### config.mk
export PLATFORM = sky130hd
export DESIGN_NAME = pc_redirect_unit
export DESIGN_NICKNAME = d
export VERILOG_FILES = /design/src/rtl/pc_pkg.sv /design/src/rtl/redirect_arbiter.sv /design/src/rtl/pc_redirect_unit.sv
export SDC_FILE = /design/constraint.sdc
export NUM_CORES = 1
export LEC_CHECK = 0
export CORE_MARGIN = 1
export CORE_UTILIZATION = 42
export CTS_BUF_LIST = sky130_fd_sc_hd__clkbuf_16
export DETAILED_ROUTE_END_ITERATION = 6
export GPL_TIMING_DRIVEN = 0
export PLACE_DENSITY = 0.8
export SYNTH_ARGS = -nofsm -noshare
export SYNTH_HDL_FRONTEND = slang
export SYNTH_SLANG_ARGS = --single-unit
### constraint.sdc
create_clock -name clk -period 1.88 [get_ports clk]
set_input_delay 0.564 -clock clk [delete_from_list [all_inputs] [get_ports clk]]
set_output_delay 0.564 -clock clk [all_outputs]
set_load 0.01 [all_outputs]
### src/rtl/pc_pkg.sv
// Shared fetch-PC types and constants for the redirect unit.
package pc_pkg;

  localparam int unsigned PC_W    = 8;
  localparam int unsigned PC_STEP = 2;
  localparam int unsigned CNT_W   = 4;
  localparam int unsigned PERF_W  = 8;

  localparam logic [PC_W-1:0] RESET_PC = 8'h00;

  typedef enum logic [1:0] {
    BOOT  = 2'd0,
    RUN   = 2'd1,
    FLUSH = 2'd2
  } state_t;

endpackage

### src/rtl/redirect_arbiter.sv
// Picks the redirect target from the two EX slots; slot 1 is older and wins.
module redirect_arbiter
  import pc_pkg::*;
(
  input  logic            ex_valid1_i,
  input  logic            ex_valid2_i,
  input  logic            br1_taken_i,
  input  logic            br2_taken_i,
  input  logic [PC_W-1:0] br1_target_i,
  input  logic [PC_W-1:0] br2_target_i,
  output logic            redir,
  output logic [PC_W-1:0] target,
  output logic            kill_slot2
);

  logic t1;
  logic t2;

  // Qualify taken flags with slot validity and arbitrate by age.
  always_comb begin
    t1         = ex_valid1_i & br1_taken_i;
    t2         = ex_valid2_i & br2_taken_i;
    redir      = t1 | t2;
    target     = br2_target_i;
    kill_slot2 = 1'b0;
    if (t1) begin
      target     = br1_target_i;
      kill_slot2 = 1'b1;
    end
  end

endmodule

### src/rtl/pc_redirect_unit.sv
// Owns the fetch PC, sequences the post-redirect refill bubble and
// drives pipeline flush/kill controls from EX-stage branch resolution.
module pc_redirect_unit
  import pc_pkg::*;
#(
  parameter int unsigned FLUSH_CYCLES = 2
) (
  input  logic              clk,
  input  logic              rst_n,
  input  logic              stall_i,
  input  logic              ex_valid1_i,
  input  logic              ex_valid2_i,
  input  logic              br1_taken_i,
  input  logic              br2_taken_i,
  input  logic [PC_W-1:0]   br1_target_i,
  input  logic [PC_W-1:0]   br2_target_i,
  output logic [PC_W-1:0]   fetch_pc_o,
  output logic              fetch_valid_o,
  output logic              flush_ifid_o,
  output logic              flush_idex_o,
  output logic              kill_slot2_o,
  output logic [PERF_W-1:0] redirect_cnt_o
);

  localparam logic [CNT_W-1:0]  CNT_LOAD = CNT_W'(FLUSH_CYCLES);
  localparam logic [PERF_W-1:0] CNT_MAX  = '1;

  state_t           state;
  logic [CNT_W-1:0] flush_cnt;
  logic             redir;
  logic [PC_W-1:0]  target;
  logic             kill_slot2;

  redirect_arbiter u_arb (
    .ex_valid1_i  (ex_valid1_i),
    .ex_valid2_i  (ex_valid2_i),
    .br1_taken_i  (br1_taken_i),
    .br2_taken_i  (br2_taken_i),
    .br1_target_i (br1_target_i),
    .br2_target_i (br2_target_i),
    .redir        (redir),
    .target       (target),
    .kill_slot2   (kill_slot2)
  );

  // Same-cycle squash controls, forced quiet while reset is held.
  assign flush_idex_o  = rst_n & redir;
  assign flush_ifid_o  = rst_n & (redir | (state == FLUSH));
  assign kill_slot2_o  = rst_n & kill_slot2;

  // A fetch is real only in RUN without decode backpressure.
  assign fetch_valid_o = (state == RUN) & ~stall_i;

  // Fetch FSM: boot bubble, sequential fetch, and refill countdown after redirects.
  always_ff @(posedge clk or negedge rst_n) begin
    if (!rst_n) begin
      state      <= BOOT;
      fetch_pc_o <= RESET_PC;
      flush_cnt  <= '0;
    end else begin
      case (state)
        BOOT: begin
          state <= RUN;
        end
        RUN: begin
          if (redir) begin
            fetch_pc_o <= target;
            flush_cnt  <= CNT_LOAD;
            state      <= FLUSH;
          end else if (!stall_i) begin
            fetch_pc_o <= fetch_pc_o + PC_W'(PC_STEP);
          end
        end
        FLUSH: begin
          if (redir) begin
            // A younger redirect restarts the bubble from its own target.
            fetch_pc_o <= target;
            flush_cnt  <= CNT_LOAD;
          end else begin
            flush_cnt <= flush_cnt - CNT_W'(1);
            if (flush_cnt == CNT_W'(1)) begin
              state <= RUN;
            end
          end
        end
        default: begin
          state <= BOOT;
        end
      endcase
    end
  end

  // Saturating performance count of redirect cycles.
  always_ff @(posedge clk or negedge rst_n) begin
    if (!rst_n) begin
      redirect_cnt_o <= '0;
    end else if (redir && (redirect_cnt_o != CNT_MAX)) begin
      redirect_cnt_o <= redirect_cnt_o + PERF_W'(1);
    end
  end

endmodule
==> results_dict.tcl, run 1 <==
set metrics [dict create \
    crit_required_ps 1320 \
    grt_max_degree 26 \
    fillers 238 \
    layout.nets 240 \
    hpwlAfterDp_mm 2.517 \
    ys.flop_type "dfrtp_1" \
    critical_path.endpoint_type "output pin" \
    timing.final.ws_setup_ps -94.87 \
    period_share_pct 105.0 \
    viasPerCell 5.502 \
    path_clk_slew_ps 60 \
    crit_slowest_cell "dfrtp_2" \
    coreArea_mm2 0.003128 \
    post-place-ws_ps -1310 \
    synthSimpleGateAreaFrac_pct 17.88 \
    final_util_pct 68.60 \
    powerDensity_mw_per_mm2 1491 \
    ir_drop_v 0.0008186 \
    cts_tree "yes" \
    final_area_mm2 0.002146 \
    grt_usage_pct 22.74 \
    synthAdderAreaFrac_pct 7.965 \
    slew_viol_final 0 \
    wirelength_mm 3.769 \
    seq_area_frac_synth_pct 38.94 \
    drc 0 \
    path_cells "ha_4 > a221o_2 > and2_4 > buf_6" \
    hp-class "in -> async" \
    syn_area_mm2 0.001414 \
    cp.arrival_ps 1410 \
    overflow 0 \
    grt_pass1_wl_mm 6.175 \
    async_reset_ff_share_pct 100.0 \
    final_common_cell "clkdlybuf4s50_1" \
    dpl_cell_area_mm2 0.001894 \
    io_buffers 42 \
    status "complete, but fails checks" \
    cts_hold_buffers 0 \
    synth_edf_count 0 \
    start_util_pct 45.20 \
    drive_gt1_share_pct 26.09 \
    ios 43 \
    hold_viol_final 0 \
    cp_max_fo 3 \
    drv_cap 0 \
    slowest_delay_ps 440 \
    synth_cell_types 43 \
    ys_ff_latch 22 \
    die_area_mm2 0.003602 \
    synth_xor_xnor_area_share_pct 4.336 \
    fin_skew_ps 1.538 \
    syn_inst 145 \
    synth_fp_nets 177 \
    max_slew_margin_pct 76.19 \
    antenna_found_initial 0 \
    num_antenna_cells 0 \
    rrSetupSlack_ps 170 \
    clock_latency_ps 250 \
    die_w_um 60.02 \
    cts_buffers 3 \
    violations "negative setup slack" \
    areaGrowthSynthToFinish_pct 51.77 \
    avgRoutedWirePerCell_um 15.02 \
    firstDrtPassIters 4 \
    setup_viol 2 \
    rsz0062_at_grt "yes" \
    antenna_left 0 \
    clock.fmax_mhz 506.4 \
    worst_pin_slew_ps 357.1 \
    num_vias 1381 \
    clock-root-buffer "clkbuf_16" \
    clk_path_buf_depth 2 \
    multi_input_area_um2 822.0 \
    synth_mux_area_share_pct 4.690 \
    gp_congestion 0.8336 \
    initialDrtViolationCount 72 \
    p_leak_nw 0.9592 \
    yosysWarnings 0 \
    start_kind "flip-flop" \
    synth_top_family_by_area "compound AO/OA/AOI/OAI gates" \
    grt_pass1_vias 1404 \
    num_rows 20 \
    layout_common_cells "clkdlybuf4s50_1, buf_4, dfrtp_1" \
    path_class "reg -> out" \
    cts_sinks 22 \
    fin_crit_ps 1975 \
    die_y_um 60.02 \
    syn_avg_cell_area_um2 9.751 \
    synth_compound_area_share_pct 21.42 \
    h-tree-depth 1 \
    regArea_um2 555.5 \
]
## path summary, 6_finish.rpt
path | from | to | depth (start not counted)
worst max-delay path | state[1]$_DFFE_PN0P_ | flush_ifid_o | 4
worst min-delay path | rst_n | fetch_pc_o[7]$_DFFE_PN0P_ | 1
worst max register to register | state[1]$_DFFE_PN0P_ | fetch_pc_o[4]$_DFFE_PN0P_ | 6
worst min register to register | redirect_cnt_o[6]$_DFFE_PN0P_ | redirect_cnt_o[6]$_DFFE_PN0P_ | 1
max in group asynchronous | rst_n | fetch_pc_o[4]$_DFFE_PN0P_ | 1
min in group clk | redirect_cnt_o[6]$_DFFE_PN0P_ | redirect_cnt_o[6]$_DFFE_PN0P_ | 1
## critical path: cells and delay by family, from the launching register on
kind	cells	cell delay, ps
AO/OA/AOI/OAI	1	300
buffers and inverters	1	110
AND/OR/NAND/NOR	1	140
adder cells (fa/ha/maj)	1	170
flip-flops	1	440
## area by class of cell
| type | instances | area share [%] |
|---|---|---|
| Buffer | 5 | 2.274 |
| Clock buffer | 3 | 3.499 |
| Clock inverter | 1 | 1.399 |
| Inverter | 7 | 1.224 |
| Multi-Input combinational cell | 110 | 38.31 |
| Sequential cell | 22 | 25.89 |
| Tap cell | 44 | 2.566 |
| Timing Repair Buffer | 59 | 24.84 |
## sequential cells by signal, indices dropped and copies added (netlist names)
register        cells
flush_cnt           4
state               2
redirect_cnt_o      8
fetch_pc_o          8
## cells in the mapped netlist (2+ instances only)
| master | count | area [um2] |
|---|---|---|
| nor4_1 | 2 | 12.51 |
| buf_2 | 3 | 15.01 |
| nor2_1 | 7 | 26.28 |
| nand2_1 | 9 | 33.78 |
| or4_1 | 2 | 15.01 |
| o21ai_2 | 2 | 17.52 |
| a21o_1 | 2 | 15.01 |
| o21ai_0 | 6 | 30.03 |
| nor2b_1 | 2 | 12.51 |
| buf_6 | 2 | 22.52 |
| and2_1 | 2 | 12.51 |
| nand3_1 | 8 | 40.04 |
| a22o_1 | 2 | 17.52 |
| and3_1 | 4 | 25.02 |
| o22a_1 | 4 | 35.03 |
| dfrtp_1 | 22 | 550.5 |
| mux2i_1 | 4 | 40.04 |
| o22ai_1 | 2 | 12.51 |
| a21oi_1 | 9 | 45.04 |
| xor2_1 | 6 | 52.55 |
| inv_1 | 7 | 26.28 |
| nor3_1 | 6 | 30.03 |
| a31oi_1 | 2 | 12.51 |
| a211oi_1 | 3 | 22.52 |
| ha_1 | 9 | 112.6 |
## routing by layer
metal,up-vias,wire length [um],GRT usage [%]
met3,10,211,3.680
li1,665,-,-
met2,50,1861,40.95
met1,656,1613,26.44
met4,0,82,9.635
met5,-,0,0
## power by group
group	switching, mW	internal (mW)
Sequential	0.281	0.700
Combinational	0.732	0.892
Clock	0.172	0.423
Total	1.18	2.01
## cells by family after synthesis
logic type               after synthesis
AO/OA/AOI/OAI                         42
multiplexers                           6
buffers and inverters                 13
XOR/XNOR                               7
flip-flops                            22
adder cells (fa/ha/maj)                9
AND/OR/NAND/NOR                       46
## metrics by stage
step	instances	hold slack, ps	setup TNS [ps]	power (mW)
after global placement	231	483.7	-8126	2.316
final	251	154.0	-155.3	3.199
after detailed placement	231	481.0	-9196	2.392
after floorplan	145	268.4	0	1.781
after global routing	251	170.2	-237.5	3.419
after CTS	249	159.4	-161.1	3.151
## timing repair
item	in CTS	in global routing
pin swaps	3	1
buffers inserted	14	3
endpoints found under the setup margin	11	10
resized for setup	51	7
Power figures use the tool's default switching activity.
==> run 2: changes to the inputs <==
Settings changed: CORE_ASPECT_RATIO from default to 1.75, CORE_MARGIN 1 to default.
==> run 2 against run 1 <==
Sequential power shrank 0.6%. Register-to-register slack worse by 120 ps. Fmax fell by 2.9%. Flip-flop and latch count unchanged. The flow still finishes with violations (negative setup slack).
==> results_dict.tcl, run 2 (synthesis results as in run 1) <==
set metrics [dict create \
    grt_pass1_vias 1501 \
    timing.hold.ws_ps 116.1 \
    slew_viol_final 0 \
    initialDrtViolationCount 33 \
    firstDrtPassIters 4 \
    grt_pass1_wl_mm 6.548 \
    clkPwrFrac_pct 17.5 \
    worst_pin_slew_ps 382.3 \
    die_y_um 78.76 \
    status "complete, but fails checks" \
    areaGrowthSynthToFinish_pct 57.43 \
    slowest_delay_ps 440 \
    p_leak_nw 1.010 \
    fin_crit_ps 2033 \
    grt_usage_pct 24.88 \
    rsz0062_at_grt "yes" \
    num_vias 1432 \
    fin_skew_ps 3.072 \
    wirelength_mm 4.451 \
    num_rows 27 \
    power.switching_mw 1.272 \
    p_sw_share_pct 37.49 \
    overflow 0 \
    critical-path-top-delay-family "flip-flops" \
    fillers 253 \
    cts_buffers 3 \
    finalPower_mw 3.392 \
    drv_cap 0 \
    cts_hold_buffers 0 \
    antenna_left 0 \
    ios 43 \
    max_slew_margin_pct 74.45 \
    cp_max_fo 3 \
    multi_input_area_um2 848.3 \
    start_kind "flip-flop" \
    regArea_um2 554.3 \
    timing.final.ws_setup_ps -153.4 \
    p_int_mw 2.120 \
    cp.arrival_ps 1470 \
    powerDensity_mw_per_mm2 1524 \
    cts_sinks 22 \
    hold_viol_final 0 \
    period_share_pct 108.2 \
    combPwrFrac_pct 53.8 \
    crit_required_ps 1320 \
    critical_path.endpoint_type "output pin" \
    viasPerCell 5.638 \
    ir_drop_v 0.001003 \
    violations "negative setup slack" \
    avgRoutedWirePerCell_um 17.52 \
    clock_latency_ps 250 \
    antenna_found_initial 0 \
    cts_tree "yes" \
    clock-root-buffer "clkbuf_16" \
    path_clk_slew_ps 60 \
    gp_congestion 0.8394 \
    start_util_pct 44.52 \
    clk_path_buf_depth 2 \
    setup_viol 2 \
    seqPwrFrac_pct 28.7 \
    io_buffers 42 \
    h-tree-depth 1 \
    drc 0 \
    num_antenna_cells 0 \
    drive_gt1_share_pct 27.01 \
    coreArea_mm2 0.003176 \
    rrSetupSlack_ps 50 \
    hp-class "in -> async" \
    die_w_um 45.86 \
    layout_common_cells "clkdlybuf4s50_1, buf_4, dfrtp_1" \
    path_buf_inv 1 \
    crit_slowest_cell "dfrtp_2" \
    path_class "reg -> out" \
    final_common_cell "clkdlybuf4s50_1" \
    layout.nets 244 \
    clock.fmax_mhz 491.8 \
    post-place-ws_ps -1303 \
    reg_top3 "fetch_pc_o (8), redirect_cnt_o (8), flush_cnt (4)" \
    tns_ps -252.4 \
    path_cells "ha_4 > a221o_2 > and2_4 > buf_6" \
    hpwlAfterDp_mm 2.870 \
    grt_max_degree 26 \
    die_area_mm2 0.003612 \
]
==> run 2: repair_timing <==
item / CTS / global route
cloned: 0 / 1
pin swaps: 4 / 4
resized for setup: 53 / 15
setup buffers: 15 / 5
hold endpoints to repair: 0 / 0
setup endpoints to repair: 15 / 9
==> run 2: final timing paths <==
check / depth (start not counted) / start / endpoint
min reg2reg: 1 / redirect_cnt_o[7]$_DFFE_PN0P_ / redirect_cnt_o[7]$_DFFE_PN0P_
min in group clk: 1 / redirect_cnt_o[7]$_DFFE_PN0P_ / redirect_cnt_o[7]$_DFFE_PN0P_
min: 1 / rst_n / flush_cnt[0]$_DFFE_PN0P_
max: 4 / state[1]$_DFFE_PN0P_ / flush_ifid_o
max in group asynchronous: 1 / rst_n / redirect_cnt_o[2]$_DFFE_PN0P_
max reg2reg: 7 / state[1]$_DFFE_PN0P_ / fetch_pc_o[3]$_DFFE_PN0P_
==> run 2: worst reg2reg max path, cell delays in order, from the launching register on <==
cell      delay (ps)
dfrtp_2          440
ha_4             170
buf_4            120
buf_4            150
a221oi_4         290
buf_2            230
a31oi_1           90
o22a_1           210
==> run 2: metrics by stage <==
stage / util (%) / cell area (um2) / cells
5_1_grt: 70.09 / 2226 / 254
4_1_cts: 67.49 / 2143 / 249
6_report: 70.09 / 2226 / 254
3_5_place_dp: 59.61 / 1893 / 230
2_1_floorplan: - / 1419 / 145
3_3_place_gp: 59.61 / 1893 / 230
==> run 2: cell type report <==
cell class              count  share of cell area, %
multi-input cells         110                  38.11
inverters                   7                  1.293
clock buffers               3                  3.373
repair buffers             63                  26.08
well taps                  43                  2.417
clock inverters             1                  1.349
plain buffers               5                  2.473
flip-flops and latches     22                  24.90
==> run 2: metal layers <==
metal,part of all wire (%),vias up,GRT usage [%]
met4,5.1,0,14.12
met3,6.2,21,3.182
met2,55,76,45.77
met1,34,663,24.48
li1,-,672,-
met5,0,-,0
==> run 2: power groups by stage <==
stage | Combinational (mW) | Clock (mW) | Sequential [mW]
final | 1.82 | 0.594 | 0.975
after global routing | 1.96 | 0.624 | 1.01
after detailed placement | 1.44 | 0 | 0.961
after CTS | 1.66 | 0.601 | 0.959
after floorplan | 0.795 | 0 | 0.987
after global placement | 1.37 | 0 | 0.948
==> run 3: changes to the inputs <==
Settings changed: SLEW_MARGIN from default to 15.
==> results of run 3 <==
Same layout as run 2: the final DEF is identical, and so are final timing and power.
